## src/rtl/io_store_rmw_unit_if.sv

```systemverilog
// Store-request, IO read/write bus and completion signals of io_store_rmw_unit.
// master: the RMW unit side; slave: the pipeline/bus environment side.
interface io_store_rmw_unit_if #(
  parameter int unsigned DATABITWIDTH = 16,
  parameter int unsigned ADDRBITWIDTH = 16
);
  logic                    store_req_valid;
  logic                    store_req_ready;
  logic [3:0]              store_minor_opcode;
  logic [ADDRBITWIDTH-1:0] store_addr;
  logic [DATABITWIDTH-1:0] store_data;
  logic                    io_rd_valid;
  logic                    io_rd_ready;
  logic [ADDRBITWIDTH-1:0] io_rd_addr;
  logic                    io_rd_resp_valid;
  logic [DATABITWIDTH-1:0] io_rd_resp_data;
  logic                    io_wr_valid;
  logic                    io_wr_ready;
  logic [ADDRBITWIDTH-1:0] io_wr_addr;
  logic [DATABITWIDTH-1:0] io_wr_data;
  logic                    store_done;
  logic                    store_error;

  modport master (
    input  store_req_valid, store_minor_opcode, store_addr, store_data,
           io_rd_ready, io_rd_resp_valid, io_rd_resp_data, io_wr_ready,
    output store_req_ready, io_rd_valid, io_rd_addr, io_wr_valid,
           io_wr_addr, io_wr_data, store_done, store_error
  );

  modport slave (
    output store_req_valid, store_minor_opcode, store_addr, store_data,
           io_rd_ready, io_rd_resp_valid, io_rd_resp_data, io_wr_ready,
    input  store_req_ready, io_rd_valid, io_rd_addr, io_wr_valid,
           io_wr_addr, io_wr_data, store_done, store_error
  );
endinterface

```

## src/rtl/io_store_rmw_unit.sv

```systemverilog
// Sequential read-modify-write engine for sub-word IO stores.
// Optional: IO_STORE_FULLWIDTH_BYPASS_EN skips the read for full-width stores.
module io_store_rmw_unit #(
  parameter int unsigned DATABITWIDTH = 16,
  parameter int unsigned ADDRBITWIDTH = 16
) (
  input logic                 clk,
  input logic                 rst_n,
  io_store_rmw_unit_if.master bus
);
  localparam int unsigned NBYTES = DATABITWIDTH / 8;
  localparam logic [ADDRBITWIDTH-1:0] OFFMASK = ADDRBITWIDTH'(NBYTES - 1);

  typedef enum logic [2:0] {IDLE, RD_REQ, RD_WAIT, WR, DONE, ERR} stateT;
  stateT state;

  logic [ADDRBITWIDTH-1:0] rdAddr, wrAddr, reqWordAddr;
  logic [DATABITWIDTH-1:0] capData, wrData, mergedWord, shiftedData;
  logic [3:0]              capOffset, capSizeBytes, reqOffset, reqSizeBytes;
  logic                    reqReady, rdValid, wrValid, doneReg, errReg;
  logic                    reqIllegal;
  logic [1:0]              unusedOpBits;
`ifdef IO_STORE_FULLWIDTH_BYPASS_EN
  logic                    reqFull;
  assign reqFull = (32'(reqSizeBytes) == NBYTES);
`endif

  assign unusedOpBits = bus.store_minor_opcode[3:2];
  assign reqSizeBytes = 4'd1 << bus.store_minor_opcode[1:0];
  assign reqOffset    = 4'(bus.store_addr & OFFMASK);
  assign reqWordAddr  = bus.store_addr & ~OFFMASK;
  // Oversize takes precedence over misalignment; both end in ERR without bus traffic.
  assign reqIllegal   = (32'(reqSizeBytes) > NBYTES) ||
                        ((reqOffset & (reqSizeBytes - 4'd1)) != 4'd0);

  assign shiftedData = capData << (32'(capOffset) * 8);

  always_comb begin
    mergedWord = bus.io_rd_resp_data;
    for (int unsigned i = 0; i < NBYTES; i++) begin
      if (i >= 32'(capOffset) && i < 32'(capOffset) + 32'(capSizeBytes))
        mergedWord[i*8 +: 8] = shiftedData[i*8 +: 8];
    end
  end

  always_ff @(posedge clk or negedge rst_n) begin
    if (!rst_n) begin
      state        <= IDLE;
      reqReady     <= 1'b1;
      rdValid      <= 1'b0;
      wrValid      <= 1'b0;
      doneReg      <= 1'b0;
      errReg       <= 1'b0;
      rdAddr       <= '0;
      wrAddr       <= '0;
      wrData       <= '0;
      capData      <= '0;
      capOffset    <= '0;
      capSizeBytes <= '0;
    end else begin
      doneReg <= 1'b0;
      errReg  <= 1'b0;
      case (state)
        IDLE: begin
          if (bus.store_req_valid) begin
            reqReady     <= 1'b0;
            capData      <= bus.store_data;
            capOffset    <= reqOffset;
            capSizeBytes <= reqSizeBytes;
            if (reqIllegal) begin
              state   <= ERR;
              doneReg <= 1'b1;
              errReg  <= 1'b1;
            end
`ifdef IO_STORE_FULLWIDTH_BYPASS_EN
            else if (reqFull) begin
              state   <= WR;
              wrValid <= 1'b1;
              wrAddr  <= reqWordAddr;
              wrData  <= bus.store_data;
            end
`endif
            else begin
              state   <= RD_REQ;
              rdValid <= 1'b1;
              rdAddr  <= reqWordAddr;
              wrAddr  <= reqWordAddr;
            end
          end
        end
        RD_REQ: begin
          if (bus.io_rd_ready) begin
            rdValid <= 1'b0;
            state   <= RD_WAIT;
          end
        end
        RD_WAIT: begin
          if (bus.io_rd_resp_valid) begin
            wrData  <= mergedWord;
            wrValid <= 1'b1;
            state   <= WR;
          end
        end
        WR: begin
          if (bus.io_wr_ready) begin
            wrValid <= 1'b0;
            doneReg <= 1'b1;
            state   <= DONE;
          end
        end
        DONE, ERR: begin
          reqReady <= 1'b1;
          state    <= IDLE;
        end
        default: begin
          reqReady <= 1'b1;
          rdValid  <= 1'b0;
          wrValid  <= 1'b0;
          state    <= IDLE;
        end
      endcase
    end
  end

  assign bus.store_req_ready = reqReady;
  assign bus.io_rd_valid     = rdValid;
  assign bus.io_rd_addr      = rdAddr;
  assign bus.io_wr_valid     = wrValid;
  assign bus.io_wr_addr      = wrAddr;
  assign bus.io_wr_data      = wrData;
  assign bus.store_done      = doneReg;
  assign bus.store_error     = errReg;
endmodule

```

## src/flat_wrapper.sv

```systemverilog
// flat-port wrapper written by rule: the top's interface ports become plain ports
module io_store_rmw_unit_flat 
#(
  parameter int unsigned DATABITWIDTH = 16,
  parameter int unsigned ADDRBITWIDTH = 16
)
  (clk, rst_n, bus_store_req_valid, bus_store_minor_opcode, bus_store_addr, bus_store_data, bus_io_rd_ready, bus_io_rd_resp_valid, bus_io_rd_resp_data, bus_io_wr_ready, bus_store_req_ready, bus_io_rd_valid, bus_io_rd_addr, bus_io_wr_valid, bus_io_wr_addr, bus_io_wr_data, bus_store_done, bus_store_error);
  io_store_rmw_unit_if #(.DATABITWIDTH(DATABITWIDTH), .ADDRBITWIDTH(ADDRBITWIDTH)) bus_i ();
  input logic clk;
  input logic rst_n;
  input wire logic [$bits(bus_i.store_req_valid)-1:0] bus_store_req_valid;
  input wire logic [$bits(bus_i.store_minor_opcode)-1:0] bus_store_minor_opcode;
  input wire logic [$bits(bus_i.store_addr)-1:0] bus_store_addr;
  input wire logic [$bits(bus_i.store_data)-1:0] bus_store_data;
  input wire logic [$bits(bus_i.io_rd_ready)-1:0] bus_io_rd_ready;
  input wire logic [$bits(bus_i.io_rd_resp_valid)-1:0] bus_io_rd_resp_valid;
  input wire logic [$bits(bus_i.io_rd_resp_data)-1:0] bus_io_rd_resp_data;
  input wire logic [$bits(bus_i.io_wr_ready)-1:0] bus_io_wr_ready;
  output wire logic [$bits(bus_i.store_req_ready)-1:0] bus_store_req_ready;
  output wire logic [$bits(bus_i.io_rd_valid)-1:0] bus_io_rd_valid;
  output wire logic [$bits(bus_i.io_rd_addr)-1:0] bus_io_rd_addr;
  output wire logic [$bits(bus_i.io_wr_valid)-1:0] bus_io_wr_valid;
  output wire logic [$bits(bus_i.io_wr_addr)-1:0] bus_io_wr_addr;
  output wire logic [$bits(bus_i.io_wr_data)-1:0] bus_io_wr_data;
  output wire logic [$bits(bus_i.store_done)-1:0] bus_store_done;
  output wire logic [$bits(bus_i.store_error)-1:0] bus_store_error;
  assign bus_i.store_req_valid = bus_store_req_valid;
  assign bus_i.store_minor_opcode = bus_store_minor_opcode;
  assign bus_i.store_addr = bus_store_addr;
  assign bus_i.store_data = bus_store_data;
  assign bus_i.io_rd_ready = bus_io_rd_ready;
  assign bus_i.io_rd_resp_valid = bus_io_rd_resp_valid;
  assign bus_i.io_rd_resp_data = bus_io_rd_resp_data;
  assign bus_i.io_wr_ready = bus_io_wr_ready;
  assign bus_store_req_ready = bus_i.store_req_ready;
  assign bus_io_rd_valid = bus_i.io_rd_valid;
  assign bus_io_rd_addr = bus_i.io_rd_addr;
  assign bus_io_wr_valid = bus_i.io_wr_valid;
  assign bus_io_wr_addr = bus_i.io_wr_addr;
  assign bus_io_wr_data = bus_i.io_wr_data;
  assign bus_store_done = bus_i.store_done;
  assign bus_store_error = bus_i.store_error;
  io_store_rmw_unit #(.DATABITWIDTH(DATABITWIDTH), .ADDRBITWIDTH(ADDRBITWIDTH)) u_core (.clk(clk), .rst_n(rst_n), .bus(bus_i));
endmodule
```

## config.mk

```make
export PLATFORM = sky130hd
export DESIGN_NAME = io_store_rmw_unit_flat
export DESIGN_NICKNAME = d
export VERILOG_FILES = /design/src/rtl/io_store_rmw_unit_if.sv /design/src/rtl/io_store_rmw_unit.sv /design/src/flat_wrapper.sv
export SDC_FILE = /design/constraint.sdc
export NUM_CORES = 1
export LEC_CHECK = 0
export BUFFER_PORTS_ARGS = -buffer_cell sky130_fd_sc_hd__buf_2
export CAP_MARGIN = 40
export CELL_PAD_IN_SITES_DETAIL_PLACEMENT = 2
export CELL_PAD_IN_SITES_GLOBAL_PLACEMENT = 2
export CORE_ASPECT_RATIO = 1.1
export CORE_MARGIN = 5
export CORE_UTILIZATION = 26
export DETAILED_ROUTE_END_ITERATION = 6
export GPL_TIMING_DRIVEN = 1
export PLACE_DENSITY_LB_ADDON = 0.1
export SLEW_MARGIN = 10
export SYNTH_ARGS = -nofsm -noshare
export SYNTH_HDL_FRONTEND = slang
export SYNTH_SLANG_ARGS = --single-unit
```

## constraint.sdc

```tcl
create_clock -name clk -period 2.2 [get_ports clk]
set_input_delay 0 -clock clk [delete_from_list [all_inputs] [get_ports clk]]
set_output_delay 0 -clock clk [all_outputs]
set_load 0.01 [all_outputs]
```

==> flow_summary.yaml <==
clocking:
  cts_tree: "built"
  clock_path_buffers: 2
  cts_buffers: 9
  clock-sinks: 60
  cts_setup_buffers: 0
  path_clk_slew_ns: 0.05
  root_buffer: "clkbuf_16"
  h-tree-depth: 3
  clock_latency_ns: 0.33
place:
  io_buffers: 106
  placedCellCount: 519
  routabilityCongestion: 0.749
  dp_hpwl_um: 6870
die:
  fp.dieW_um: 112
  design.core.area_um2: 11000
  initial_core_util_pct: 26.8
  die_area_um2: 13600
  ioPinCount: 111
  rows: 40
  die_h_um: 122
min_path:
  hold-path-cell-count: 3
  hold_path_class: "in2reg"
  min_to: "u_core.bus.io_wr_data[9]$_DFFE_PN0P_"
  min_from: "bus_io_rd_resp_data[9]"
route:
  drtAntennaViolNets: 0
  drc: 0
  viasPerCell: 4.63
  totalWireLength_um: 9870
  drt_iter0_drc: 105
  firstDrtPassIters: 4
  route.vias.total: 2660
  wl_per_cell_um: 17.2
logic_synthesis:
  ys_seq_area_share_pct: 50.9
  synth_top_flop_cell: "dfrtp_1"
  synth_top_area_cell: "dfrtp_1"
  syn_inst: 294
  ys_warn_count: 0
  netlist_area_um2: 2950
  async_reset_ff_share_pct: 100
  syn_area_per_cell_um2: 10.0
  yosysMostFrequentCell: "nand2_1"
  ys_types: 42
  synth_top_area_share_pct: 50.0
  synth_seq_cells: 60
  synth_edf_count: 0
  synth_area_leaders: "dfrtp_1, nand2_1, mux2_4"
  ys_top_cells_by_count: "nand2_1, dfrtp_1, buf_4"
global_route:
  grt_max_degree: 40
  grt_pass1_wl_um: 16200
  antenna_found_initial: 0
  grt-ovfl-total: 0
  track_usage_pct: 15.2
  grt_pass1_vias: 2940
timing:
  clock.fmax_ghz: 0.479
  rsz0062_at_grt: "no"
  maxSlewViolCount: 0
  post-route-min-period_ns: 2.09
  tightest_slew_ns: 0.549
  skew_ns: 0.00685
  period_share_pct: 95.0
  setup_tns_ns: 0
  hold_viol_final: 0
  setup_viol: 0
  maxSlewHeadroom_pct: 63.2
worst_setup_path:
  slowest_stage: "or2_2"
  worstPathRequired_ns: 2.39
  cp_common_cell: "ha_1"
  path_cells: "ha_1 -> ha_1 -> or2_2 -> o311ai_0 -> a31oi_1"
  start_kind: "flop"
  crit_fanout: 24
  arrival_ns: 2.28
  path_class: "reg2reg"
  critPathMaxStageDelay_ns: 0.48
  r2r_start: "u_core.capSizeBytes[0]$_DFFE_PN0P_"
  r2r_end: "u_core.bus.io_wr_data[0]$_DFFE_PN0P_"
  end_kind: "flop"
  crit_buf_inv: 0
  rr_worst_depth: 5
  ff2ff_setup_slack_ns: 0.11
  crit_family: "compound AO/OA/AOI/OAI gates"
pwr:
  ir_worst_vdd_mv: 0.472
  finalPower_mw: 6.16
  p_leak_nw: 2.05
  p_per_area_nw_per_um2: 1470
flow_run:
  max_cap_viol_count: 0
cells_and_area:
  layout-area-overhead-vs-synth_pct: 42.2
  nets: 482
  diodes: 0
  fin_cells: 574
  drive_above_1_share_pct: 34.2
outcome:
  status: "finished clean"
-- repair_timing --
action / 4_1_cts / 5_1_grt
setup endpoints to repair: 0 / 2
resized for setup: 0 / 2
hold buffers: 39 / 0
hold endpoints to repair: 65 / 0
-- registers in the layout, indices dropped and copies added, names as in the netlist --
name	count
u_core.capSizeBytes	4
u_core.bus.io_rd_addr	15
u_core.capData	16
u_core.bus.io_wr_data	16
u_core.bus.store_error	1
u_core.capOffset	1
u_core.bus.store_req_ready	1
u_core.bus.store_done	1
u_core.bus.io_rd_valid	1
u_core.state	3
u_core.bus.io_wr_valid	1
-- report_power, final --
part | internal [mW] | switching, mW
registers | 1.64 | 0.388
clock network | 0.871 | 0.505
logic | 1.14 | 1.61
-- through the flow --
step | area [um^2] | hold WS [ns] | util (%) | setup slack [ns]
after floorplan | 2960 | -0.296 | - | 0.175
after global placement | 3510 | 0.191 | 31.8 | 0.235
after detailed placement | 3530 | 0.00923 | 32.0 | 0.139
after CTS | 4200 | 0.000879 | 38.2 | 0.122
after global routing | 4200 | 0.0209 | 38.2 | 0.0213
final | 4200 | 0.0126 | 38.2 | 0.110
-- cell families (layout without fill, tap and decap cells) --
group | Yosys count | in the layout | synth area share [%]
multiplexers | 15 | 15 | 6.86
flip-flops | 60 | 60 | 50.9
AO/OA/AOI/OAI | 65 | 65 | 15.6
buffers and inverters | 40 | 172 | 7.79
other | 1 | 2 | 0.127
adder cells (fa/ha/maj) | 2 | 2 | 0.847
AND/OR/NAND/NOR | 111 | 111 | 17.9
-- worst max path at each step --
stage / from / end / slack, ns / cells after the start
after detailed placement: u_core.capSizeBytes[0]$_DFFE_PN0P_ / u_core.bus.io_wr_data[5]$_DFFE_PN0P_ / 0.14 / 5
final: u_core.capSizeBytes[0]$_DFFE_PN0P_ / u_core.bus.io_wr_data[0]$_DFFE_PN0P_ / 0.11 / 5
after global routing: u_core.capSizeBytes[0]$_DFFE_PN0P_ / u_core.bus.io_wr_data[1]$_DFFE_PN0P_ / 0.02 / 6
after global placement: u_core.capSizeBytes[0]$_DFFE_PN0P_ / u_core.bus.io_wr_data[11]$_DFFE_PN0P_ / 0.23 / 7
after floorplan: u_core.capOffset[0]$_DFFE_PN0P_ / u_core.bus.io_wr_data[6]$_DFFE_PN0P_ / 0.18 / 7
after CTS: u_core.capSizeBytes[0]$_DFFE_PN0P_ / u_core.bus.io_wr_data[0]$_DFFE_PN0P_ / 0.12 / 5
-- tightest hold or removal path: stages --
cell     delay, ns
buf_2         0.10
o31ai_1       0.07
o21ai_0       0.14
-- cell type report --
| class | count | area, um^2 |
|---|---|---|
| clock buffers | 11 | 233 |
| clock inverters | 5 | 52.6 |
| fillers | 1240 | 6810 |
| inverters | 3 | 11.3 |
| multi-input cells | 195 | 1220 |
| flip-flops and latches | 60 | 1500 |
| well taps | 147 | 184 |
| repair buffers | 153 | 993 |
-- placed cells by master, fill, tap and decap left out, types with 3 or more instances in the layout --
| cell type | n |
|---|---|
| nor2_1 | 12 |
| o31ai_1 | 9 |
| dlygate4sd3_1 | 39 |
| a22oi_1 | 8 |
| o21ai_0 | 9 |
| a31oi_1 | 8 |
| dfrtp_1 | 59 |
| nand3b_1 | 3 |
| mux2_1 | 6 |
| buf_2 | 106 |
| a221oi_1 | 8 |
| a21oi_1 | 3 |
| nor2b_1 | 8 |
| nor3b_1 | 8 |
| clkbuf_16 | 9 |
| inv_1 | 3 |
| clkinv_2 | 3 |
| buf_4 | 7 |
| o311ai_0 | 6 |
| o22ai_1 | 3 |
| nand2_1 | 69 |
| mux2_4 | 9 |
-- per-layer routing --
layer  GRT usage [%]  vias up  wire length (um)
li1                -     1273                 -
met5               0        -                 0
met2            25.3       71              4970
met3            4.07       15               460
met1            18.6     1301              4220
met4            6.24        0               215
Note: power is estimated with default switching activity, not from simulation.
